`config.mk`:
```
export PLATFORM = sky130hd
export DESIGN_NAME = producer_consumer
export DESIGN_NICKNAME = d
export VERILOG_FILES = /design/src/rtl/producer_consumer.sv
export SDC_FILE = /design/constraint.sdc
export NUM_CORES = 1
export LEC_CHECK = 0
export CELL_PAD_IN_SITES_DETAIL_PLACEMENT = 0
export CELL_PAD_IN_SITES_GLOBAL_PLACEMENT = 1
export CORE_MARGIN = 2
export CORE_UTILIZATION = 45
export DETAILED_ROUTE_END_ITERATION = 8
export GPL_TIMING_DRIVEN = 0
export HOLD_SLACK_MARGIN = 0.06
export PLACE_DENSITY = 0.71
export SETUP_SLACK_MARGIN = 0.15
export SYNTH_ARGS = -nofsm -noshare
export SYNTH_HDL_FRONTEND = slang
export SYNTH_SLANG_ARGS = --single-unit
```
`constraint.sdc`:
```
create_clock -name clock -period 2 [get_ports clock]
set_input_delay 0.5 -clock clock [delete_from_list [all_inputs] [get_ports clock]]
set_output_delay 0.5 -clock clock [all_outputs]
set_load 0.05 [all_outputs]
```
`src/rtl/producer_consumer.sv`:
```
// Single-producer, four-consumer stream dispatcher with one circular FIFO per output lane.
// Build option: define PRODUCER_CONSUMER_RR_EN to route round-robin instead of by io_in_bits[1:0].
module producer_consumer #(
   parameter int DEPTH = 4,
   parameter int WIDTH = 8
) (
   input  logic             clock,
   input  logic             reset,
   input  logic             io_in_valid,
   input  logic [WIDTH-1:0] io_in_bits,
   output logic             io_in_ready,
   output logic             io_out_0_valid,
   output logic [WIDTH-1:0] io_out_0_bits,
   input  logic             io_out_0_ready,
   output logic             io_out_1_valid,
   output logic [WIDTH-1:0] io_out_1_bits,
   input  logic             io_out_1_ready,
   output logic             io_out_2_valid,
   output logic [WIDTH-1:0] io_out_2_bits,
   input  logic             io_out_2_ready,
   output logic             io_out_3_valid,
   output logic [WIDTH-1:0] io_out_3_bits,
   input  logic             io_out_3_ready
);

   localparam int AW = $clog2(DEPTH);
   localparam logic [AW:0]   FULL_CNT = (AW + 1)'(DEPTH);
   localparam logic [AW:0]   CNT_ONE  = (AW + 1)'(1);
   localparam logic [AW-1:0] PTR_ONE  = AW'(1);

   logic [WIDTH-1:0] mem [4][DEPTH];
   logic [AW-1:0]    rd_ptr [4];
   logic [AW-1:0]    wr_ptr [4];
   logic [AW:0]      count  [4];
   logic [3:0]       full, empty, push, pop, out_ready;
   logic [1:0]       dest;
   logic             in_fire;

   assign out_ready = {io_out_3_ready, io_out_2_ready, io_out_1_ready, io_out_0_ready};

`ifdef PRODUCER_CONSUMER_RR_EN
   logic [1:0] rr_ptr;

   always_ff @(posedge clock or negedge reset) begin
      if (!reset)       rr_ptr <= 2'd0;
      else if (in_fire) rr_ptr <= rr_ptr + 2'd1;
   end

   assign dest = rr_ptr;
`else
   assign dest = io_in_bits[1:0];
`endif

   // A full FIFO refuses its word even when popped this cycle: no pass-through path.
   assign io_in_ready = !full[dest];
   assign in_fire     = io_in_valid && io_in_ready;

   always_comb begin
      push = '0;
      pop  = '0;
      full = '0;
      empty = '0;
      for (int k = 0; k < 4; k++) begin
         full[k]  = (count[k] == FULL_CNT);
         empty[k] = (count[k] == '0);
         pop[k]   = !empty[k] && out_ready[k];
      end
      if (in_fire) push[dest] = 1'b1;
   end

   // NOTE: sequential state uses non-blocking assignments so every FIFO sees pre-edge values.
   always_ff @(posedge clock or negedge reset) begin
      if (!reset) begin
         for (int k = 0; k < 4; k++) begin
            rd_ptr[k] <= '0;
            wr_ptr[k] <= '0;
            count[k]  <= '0;
         end
      end else begin
         for (int k = 0; k < 4; k++) begin
            if (push[k]) wr_ptr[k] <= wr_ptr[k] + PTR_ONE;
            if (pop[k])  rd_ptr[k] <= rd_ptr[k] + PTR_ONE;
            case ({push[k], pop[k]})
               2'b10:   count[k] <= count[k] + CNT_ONE;
               2'b01:   count[k] <= count[k] - CNT_ONE;
               default: count[k] <= count[k];
            endcase
         end
      end
   end

   // NOTE: storage has no reset; pointers and counts alone decide what is valid.
   always_ff @(posedge clock) begin
      for (int k = 0; k < 4; k++)
         if (push[k]) mem[k][wr_ptr[k]] <= io_in_bits;
   end

   assign io_out_0_valid = !empty[0];
   assign io_out_1_valid = !empty[1];
   assign io_out_2_valid = !empty[2];
   assign io_out_3_valid = !empty[3];
   assign io_out_0_bits  = mem[0][rd_ptr[0]];
   assign io_out_1_bits  = mem[1][rd_ptr[1]];
   assign io_out_2_bits  = mem[2][rd_ptr[2]];
   assign io_out_3_bits  = mem[3][rd_ptr[3]];

endmodule

```
==> impl_metrics.ini <==
[power]
leakagePower_nw = 3.09
switching_share_pct = 33.8
power_mw = 13.5
power.switching_mw = 4.57
p_int_mw = 8.96
vdd_drop_max_uv = 727
p_comb_share_pct = 43.6
seqPwrFrac_pct = 32.1
clockPowerShare_pct = 24.3
p_per_area_nw_per_um2 = 1620

[worst_setup_path]
cp_num_buf_inv = 1
crit_path_end_kind = output port
cp_slowest_stage_delay_ns = 0.46
critPathKind = flop to output port
arrival_ns = 1.84
cp-start-kind = flop
cp_max_fo = 2
required_ns = 1.50
cp_slowest_cell = mux4_2
critPathTopFamily = multiplexers
cp_cell_sequence = or3b_4 -> mux4_2 -> buf_6

[sta]
tightest_slew_ns = 0.680
slew_violations = 0
fin_crit_sh_pct = 117
fin_skew_ns = 0.00434
final_hold_viol_count = 0
setup_ws_ns = -0.339
setup_viol = 35
fin_tns_setup_ns = -5.85
fmax_mhz = 427
relSlewSlack_pct = 54.6
rsz0062_at_grt = true
holdWs_ns = 0.125
layout_min_cycle_time_ns = 2.34

[routing]
ant_nets = 0
drtPass1Iterations = 4
route.detailed.drc = 0
wl_per_cell_um = 18.5
vias = 3140
drt_iter0_markers = 205
viasPerCell = 5.01
finalWirelength_um = 11600

[clock_tree]
cts_hold_buf = 0
clkTransAtPathRegs_ns = 0.05
htreeDepth = 4
cts_sinks = 156
clock_path_buffers = 2
cts_root_buf = clkbuf_16
cts_made_buffers = 17
clkLatencyLatePin_ns = 0.41
cts_tree = done

[hold_path]
hp-class = input pin to asynchronous set/reset pin

[yosys]
synth_top_area_share_pct = 60.5
synth_most_common_cell = edfxtp_1
synthesis.area_um2 = 6350
synth_common_cells = edfxtp_1 (128), mux4_2 (32), dfrtp_1 (28)
yosys_warnings = 0
synth-seq-cells = 156
async_reset_ff_share_pct = 17.9
synth_area_per_cell_um2 = 19.5
synth_edf_count = 128
synth_cell_types = 30
yosysTopAreaCell = edfxtp_1
synth_flop_cell = edfxtp_1
synthesis.nets = 365
yosysSeqAreaShare_pct = 71.6
synth_area_leaders = edfxtp_1 (61%), mux4_2 (11%), dfrtp_1 (11%)
netlist_instances = 326

[cells_and_area]
diodes = 0
post-route-util_pct = 60.4
fin_cells = 627
layout-drive-gt1-share_pct = 43.0
fin_nets = 473
area_delta_synth_final_pct = 31.5
fin_area_um2 = 8350
fill_cells = 1013

[place]
pre_cts_ws_ns = -1.54
io_buffers = 51
place_area_um2 = 7120
gp_congestion = 0.700
dp_hpwl_um = 6730
dpl.cell_count = 557

[job]
drv_cap = 0

[die]
fp.dieH_um = 123
dieArea_um2 = 15100
io_pins = 52
die_x_um = 123
rows = 43
core_um2 = 13800
start_util_pct = 45.9

[outcome]
violations = setup timing
outcome = finished, violations left

[grt]
grt_pass1_vias = 3206
grt_max_degree = 29
antenna_found_initial = 0
grt_overflow_total = 0
track_usage_pct = 16.6
grt_pass1_wl_um = 17600
[area by class of cell]
cell class              instances  area (um^2)  area share, %
plain buffers                   9         91.3           1.09
clock buffers                  23          468           5.60
clock inverters                 9          143           1.71
inverters                      25         96.3           1.15
multi-input cells             136         1780           21.3
flip-flops and latches        156         4560           54.6
well taps                     180          225           2.70
repair buffers                 89          991           11.9
[timing repair]
item / in CTS / in global routing
pin swaps: 7 / 12
setup buffers: 19 / 17
endpoints found under the setup margin: 185 / 108
resized for setup: 309 / 36
hold endpoints to repair: 0 / 0
gates cloned: 2 / 0
[registers in the layout, indices dropped and copies added (netlist names)]
| name | cells |
|---|---|
| mem | 128 |
| wr_ptr | 8 |
| count | 12 |
| rd_ptr | 8 |
[layout by cell type, fill, tap and decap left out, drive strengths merged, types with 10 or more instances in the layout]
master	count
xnor2	12
xor2	12
ha	20
and2	16
dfrtp	28
inv	25
nand2	10
clkdlybuf4s50	10
buf	86
mux4	33
clkbuf	24
edfxtp	128
[layer usage]
layer	GRT usage [%]	up-vias	wire length, um
li1	-	1454	-
met1	21.6	1613	5000
met2	26.7	59	5980
met3	3.62	14	436
met4	7.97	0	199
met5	0	-	0
[cells by family (layout without fill, tap and decap cells)]
family	Yosys count	count (layout)	synth area share [%]
AO/OA/AOI/OAI	9	9	1.44
flip-flops	156	156	71.6
buffers and inverters	34	155	2.21
XOR/XNOR	24	24	3.31
AND/OR/NAND/NOR	40	40	3.45
adder cells (fa/ha/maj)	24	24	5.20
multiplexers	39	39	12.8
[final timing paths]
path | startpoint | endpoint | slack (ns) | depth (start not counted)
min in group clock | io_in_bits[0] | mem[2][0]$_DFFE_PP_ | 0.48 | 1
worst min-delay path | reset | wr_ptr[3]$_DFFE_PN0P_ | 0.13 | 1
worst max register to register | count[3]$_DFFE_PN0P_ | count[5]$_DFFE_PN0P_ | -0.13 | 10
worst min register to register | count[11]$_DFFE_PN0P_ | count[11]$_DFFE_PN0P_ | 0.54 | 1
max in group asynchronous | reset | count[6]$_DFFE_PN0P_ | 1.39 | 1
worst max-delay path | count[3]$_DFFE_PN0P_ | io_in_ready | -0.34 | 3
[worst register-to-register path: stages (launching register included)]
cell and delay, ns:
dfrtp_1 0.39, or3b_4 0.40, and4b_1 0.19, buf_6 0.12, inv_4 0.04, ha_4 0.13, inv_2 0.04, fa_2 0.32
xor2_1 0.15, nor2_1 0.08, xor2_1 0.15
[power by group through the flow]
stage | combinational, mW | clock [mW] | sequential [mW]
after CTS | 5.49 | 3.35 | 4.34
after global routing | 6.29 | 3.47 | 4.40
after global placement | 4.62 | 0 | 4.32
final | 5.90 | 3.29 | 4.35
after detailed placement | 4.68 | 0 | 4.34
after floorplan | 3.45 | 0 | 4.27
(Power assumes the default switching activity.)
